**src/rtl/csr_access_unit.sv**
```systemverilog
// csr_access_unit: sequences one CSR read-modify-write per request through the CSR file's query/check cycle.
module csr_access_unit #(
  parameter int XLEN = 32
) (
  input  logic            clk_i,
  input  logic            reset_i,
  input  logic            clk_en_i,
  input  logic            req_valid_i,
  output logic            req_ready_o,
  input  logic [2:0]      req_funct3_i,
  input  logic [11:0]     req_addr_i,
  input  logic [XLEN-1:0] req_rs1_data_i,
  input  logic [4:0]      req_rs1_idx_i,
  input  logic [4:0]      req_rd_idx_i,
  output logic            csr_rd_o,
  output logic [11:0]     csr_rd_addr_o,
  input  logic [XLEN-1:0] csr_rd_data_i,
  input  logic            csr_illegal_rd_i,
  input  logic            csr_illegal_wr_i,
  output logic            csr_wr_o,
  output logic [11:0]     csr_wr_addr_o,
  output logic [XLEN-1:0] csr_wr_data_o,
  output logic            rsp_valid_o,
  input  logic            rsp_ready_i,
  output logic [XLEN-1:0] rsp_data_o,
  output logic            rsp_illegal_o
);
  typedef enum logic [1:0] {IDLE, QUERY, CHECK, RESP} state_t;
  state_t state_q, state_d;
  logic [2:0]      f3_q;
  logic [11:0]     addr_q;
  logic [XLEN-1:0] src_q, rsp_data_q, wval;
  logic            do_read_q, do_write_q, rsp_ill_q, illegal;
  logic            req_legal, req_rw, accept;
  assign accept    = (state_q == IDLE) && req_valid_i;
  assign req_legal = req_funct3_i[1:0] != 2'b00;
  assign req_rw    = req_funct3_i[1:0] == 2'b01;
  assign illegal   = (f3_q[1:0] == 2'b00) | (do_read_q & csr_illegal_rd_i) | (do_write_q & csr_illegal_wr_i);
  assign wval      = f3_q[1:0] == 2'b01 ? src_q :
                     f3_q[1:0] == 2'b10 ? (csr_rd_data_i | src_q) : (csr_rd_data_i & ~src_q);
  always_ff @(posedge clk_i) begin
    if (reset_i) state_q <= IDLE;
    else if (clk_en_i) state_q <= state_d;
  end
  always_comb begin
    state_d = state_q == IDLE  ? (req_valid_i ? QUERY : IDLE) :
              state_q == QUERY ? CHECK :
              state_q == CHECK ? RESP :
              (rsp_ready_i ? IDLE : RESP);
  end
  always_ff @(posedge clk_i) begin
    if (reset_i) begin
      f3_q       <= '0;
      addr_q     <= '0;
      src_q      <= '0;
      do_read_q  <= 1'b0;
      do_write_q <= 1'b0;
      rsp_data_q <= '0;
      rsp_ill_q  <= 1'b0;
    end else if (clk_en_i) begin
      if (accept) begin
        f3_q       <= req_funct3_i;
        addr_q     <= req_addr_i;
        src_q      <= req_funct3_i[2] ? {{(XLEN-5){1'b0}}, req_rs1_idx_i} : req_rs1_data_i;
        do_read_q  <= req_legal && !(req_rw && req_rd_idx_i == 5'd0);
        do_write_q <= req_legal && (req_rw || req_rs1_idx_i != 5'd0);
      end
      if (state_q == CHECK) begin
        rsp_data_q <= (do_read_q && !illegal) ? csr_rd_data_i : '0;
        rsp_ill_q  <= illegal;
      end
    end
  end
  always_comb begin
    req_ready_o   = state_q == IDLE;
    csr_rd_o      = (state_q == QUERY) && do_read_q;
    csr_rd_addr_o = state_q == IDLE ? 12'd0 : addr_q;
    csr_wr_o      = (state_q == CHECK) && do_write_q && !illegal && !reset_i;
    csr_wr_addr_o = state_q == CHECK ? addr_q : 12'd0;
    csr_wr_data_o = state_q == CHECK ? wval : '0;
    rsp_valid_o   = state_q == RESP;
    rsp_data_o    = rsp_data_q;
    rsp_illegal_o = rsp_ill_q;
  end
endmodule

```
**config.mk**
```make
export PLATFORM = sky130hd
export DESIGN_NAME = csr_access_unit
export DESIGN_NICKNAME = d
export VERILOG_FILES = /design/src/rtl/csr_access_unit.sv
export SDC_FILE = /design/constraint.sdc
export NUM_CORES = 1
export LEC_CHECK = 0
export ABC_AREA = 1
export CAP_MARGIN = 0
export CORE_MARGIN = 3
export CORE_UTILIZATION = 42
export DETAILED_ROUTE_END_ITERATION = 8
export DONT_BUFFER_PORTS = 1
export SETUP_SLACK_MARGIN = 0.5
export SLEW_MARGIN = 20
export SYNTH_ARGS = -nofsm -noshare
export SYNTH_HDL_FRONTEND = slang
export SYNTH_SLANG_ARGS = --single-unit
```
**constraint.sdc**
```tcl
create_clock -name clk_i -period 1.9 [get_ports clk_i]
set_clock_uncertainty 0.2 [all_clocks]
set_input_delay 0.095 -clock clk_i [delete_from_list [all_inputs] [get_ports clk_i]]
set_output_delay 0.095 -clock clk_i [all_outputs]
set_load 0.02 [all_outputs]
```
==> results.json <==
{
  "period_minus_slack_ps": 1811,
  "rows": 35,
  "tritoncts": "built",
  "postCtsHoldBufs": 24,
  "tightest_slew_ps": 661.1,
  "critPathSlowestCell": "dfxtp_4",
  "tns_ps": 0,
  "fin_crit_sh_pct": 95.31,
  "num_antenna_cells": 0,
  "grt_pass1_wl_um": 23730,
  "violations": "hold timing",
  "drt_iter0_markers": 248,
  "cap_violations": 0,
  "synthMuxAreaShare_pct": 0,
  "synth_seq_area_share_pct": 40.94,
  "yosys_most_used_dff": "dfxtp_1",
  "remaining_drc_errors": 0,
  "synth_compound_area_share_pct": 18.25,
  "die-height_um": 104.3,
  "cp.arrival_ps": 1880,
  "ys_ff_latch": 83,
  "slew_headroom_pct": 55.65,
  "critPathMaxFanout": 7,
  "vias": 4565,
  "synth.cell_area_um2": 4059,
  "clk_pin_slew_ps": 100,
  "hpwl_um": 8409,
  "endpoint_kind": "register",
  "core_um2": 9328,
  "clk_path_buf_depth": 2,
  "viasPerCell": 5.615,
  "synth-adder-area-share_pct": 0,
  "design_power_total_w": 0.004480,
  "rsz0062_at_grt": "true",
  "ir_drop_uv": 395.0,
  "syn-num-nets": 710,
  "fmax_mhz": 552.2,
  "slowest_delay_ps": 380,
  "setup_viol": 0,
  "finalHoldViolCount": 65,
  "drive_gt1_share_pct": 43.27,
  "grt_max_degree": 67,
  "status": "complete, but fails checks",
  "htree_levels": 3,
  "yosys.area_share.simple_pct": 29.44,
  "nets": 775,
  "synth-edff-count": 0,
  "area_growth_pct": 75.52,
  "p_leak_nw": 2.584,
  "synth.most_common_cell": "nor2_1",
  "yosys-top-cells-count": "133 x nor2_1, 123 x nand2_1, 83 x dfxtp_1",
  "synth_cells": 614,
  "crit_required_ps": 1970,
  "postLayoutCellArea_um2": 7124,
  "hp-class": "in -> reg",
  "clock-sinks": 83,
  "clk_latency_ps": 360,
  "clk_root_buffer_cell": "clkbuf_8",
  "cp_top_family": "buffers and inverters",
  "synth_cell_types": 23,
  "cp_num_buf_inv": 5,
  "synth.largest_area_cell": "dfxtp_1",
  "track_usage_pct": 27.52,
  "power_density_nw_per_um2": 628.8,
  "synth_async_sr_flop_share_pct": 0,
  "routedWlPerCell_um": 21.36,
  "critPathLaunchType": "register",
  "die_w_um": 104.3,
  "first_global_vias": 4293,
  "synth_top_family_by_area": "simple AND/OR/NAND/NOR gates",
  "drt_first_pass_iters": 5,
  "synth-xor-area-share_pct": 0.2158,
  "gr-total-overflow": 0,
  "dieArea_um2": 10880,
  "path_cells": "buf_6 > nor2_4 > buf_12 > nand2_8 > clkinv_8 > buf_12 > clkbuf_16 > nand3_1 > a21oi_1",
  "synth.area.top_cells": "dfxtp_1 41%, nor2_1 12%, nand2_1 11%, a21oi_1 9.7%, a211oi_1 5.9%",
  "place_congestion": 0.7603,
  "yosysWarnings": 0,
  "ant_nets": 0,
  "syn_area_per_cell_um2": 6.611,
  "critical_path_class": "reg -> reg",
  "place_area_um2": 4582,
  "fin_util_pct": 76.38,
  "antenna_found_initial": 0,
  "start_util_pct": 43.51,
  "io-pin-count": 189,
  "slew_viol_final": 0,
  "hold-worst-slack_ps": -403.8,
  "io_buffers": 0,
  "cp_common_cell": "buf_12",
  "n_fill_cell": 606,
  "cts_buffers": 9,
  "drt-total-wl_um": 17360,
  "synth_top_cell_area_share_pct": 40.94
}
## metrics by stage
stage	worst slack (ps)	cells
4_1_cts	114.2	792
2_1_floorplan	473.1	614
3_3_place_gp	306.2	721
6_report	89.10	813
5_1_grt	30.16	813
3_5_place_dp	241.9	721
## repair_timing
action,in CTS,in global routing
pin swaps,49,74
resized for setup,111,226
hold endpoints to repair,83,65
setup buffers,20,12
cloned,11,9
setup endpoints to repair,140,142
## power breakdown
part | total, W | internal (W) | switching [W]
clock | 0.00153 | 0.000818 | 0.000707
combinational | 0.00110 | 0.000483 | 0.000616
sequential | 0.00185 | 0.00179 | 0.0000649
## cells in the final DEF (no fill, tap or decap), types with 14 or more instances in the layout
| cell | instances |
|---|---|
| nand2_1 | 94 |
| nor2_1 | 93 |
| dfxtp_1 | 79 |
| inv_1 | 46 |
| a21oi_2 | 41 |
| a21oi_1 | 34 |
| a211oi_4 | 30 |
| nor2_4 | 27 |
| dlygate4sd3_1 | 24 |
| buf_12 | 22 |
| nand3_4 | 18 |
| nand2_4 | 18 |
| nor2_2 | 14 |
| buf_4 | 14 |
## kinds of logic (layout without fill, tap and decap cells)
logic type / after synthesis / in the layout
and+or+nand+nor: 295 / 295
buffers and inverters: 103 / 173
xor gates and xnor gates: 1 / 1
DFF: 83 / 83
AOI/OAI and AO/OA: 132 / 132
## final timing paths
check | cells past startpoint | startpoint | endpoint | slack, ps
worst max-delay path | 9 | state_q[1] | src_q[23] | 90
worst max register to register | 9 | state_q[1] | src_q[23] | 90
worst min-delay path | 1 | reset_i | rsp_data_o[22] | -400
worst min register to register | 2 | src_q[12] | src_q[12] | 320
## layer usage
metal  wire length [um]  share of wire (%)  GRT usage (%)
met1               6434                 37          31.89
met2               8764                 50          47.69
met3               1424                8.2          8.132
met4                739                4.3          10.45
met5                  0                  0              0
## sequential cells by signal, indices dropped and copies added (netlist names)
signal / count
do_read_q: 1
state_q: 2
do_write_q: 1
rsp_data_o: 32
rsp_illegal_o: 1
src_q: 32
f3_q: 2
addr_q: 12
## layout make-up
type	instances	area (um2)	share of cell area [%]
well taps	129	161.4	2.266
repair inverters	3	51.30	0.7201
repair buffers	92	1408	19.76
flip-flops and latches	83	1677	23.53
clock inverters	5	85.08	1.194
clock buffers	11	151.4	2.125
inverters	62	281.5	3.952
multi-input cells	428	3309	46.45
No activity file was read; power rests on OpenSTA's default activity.
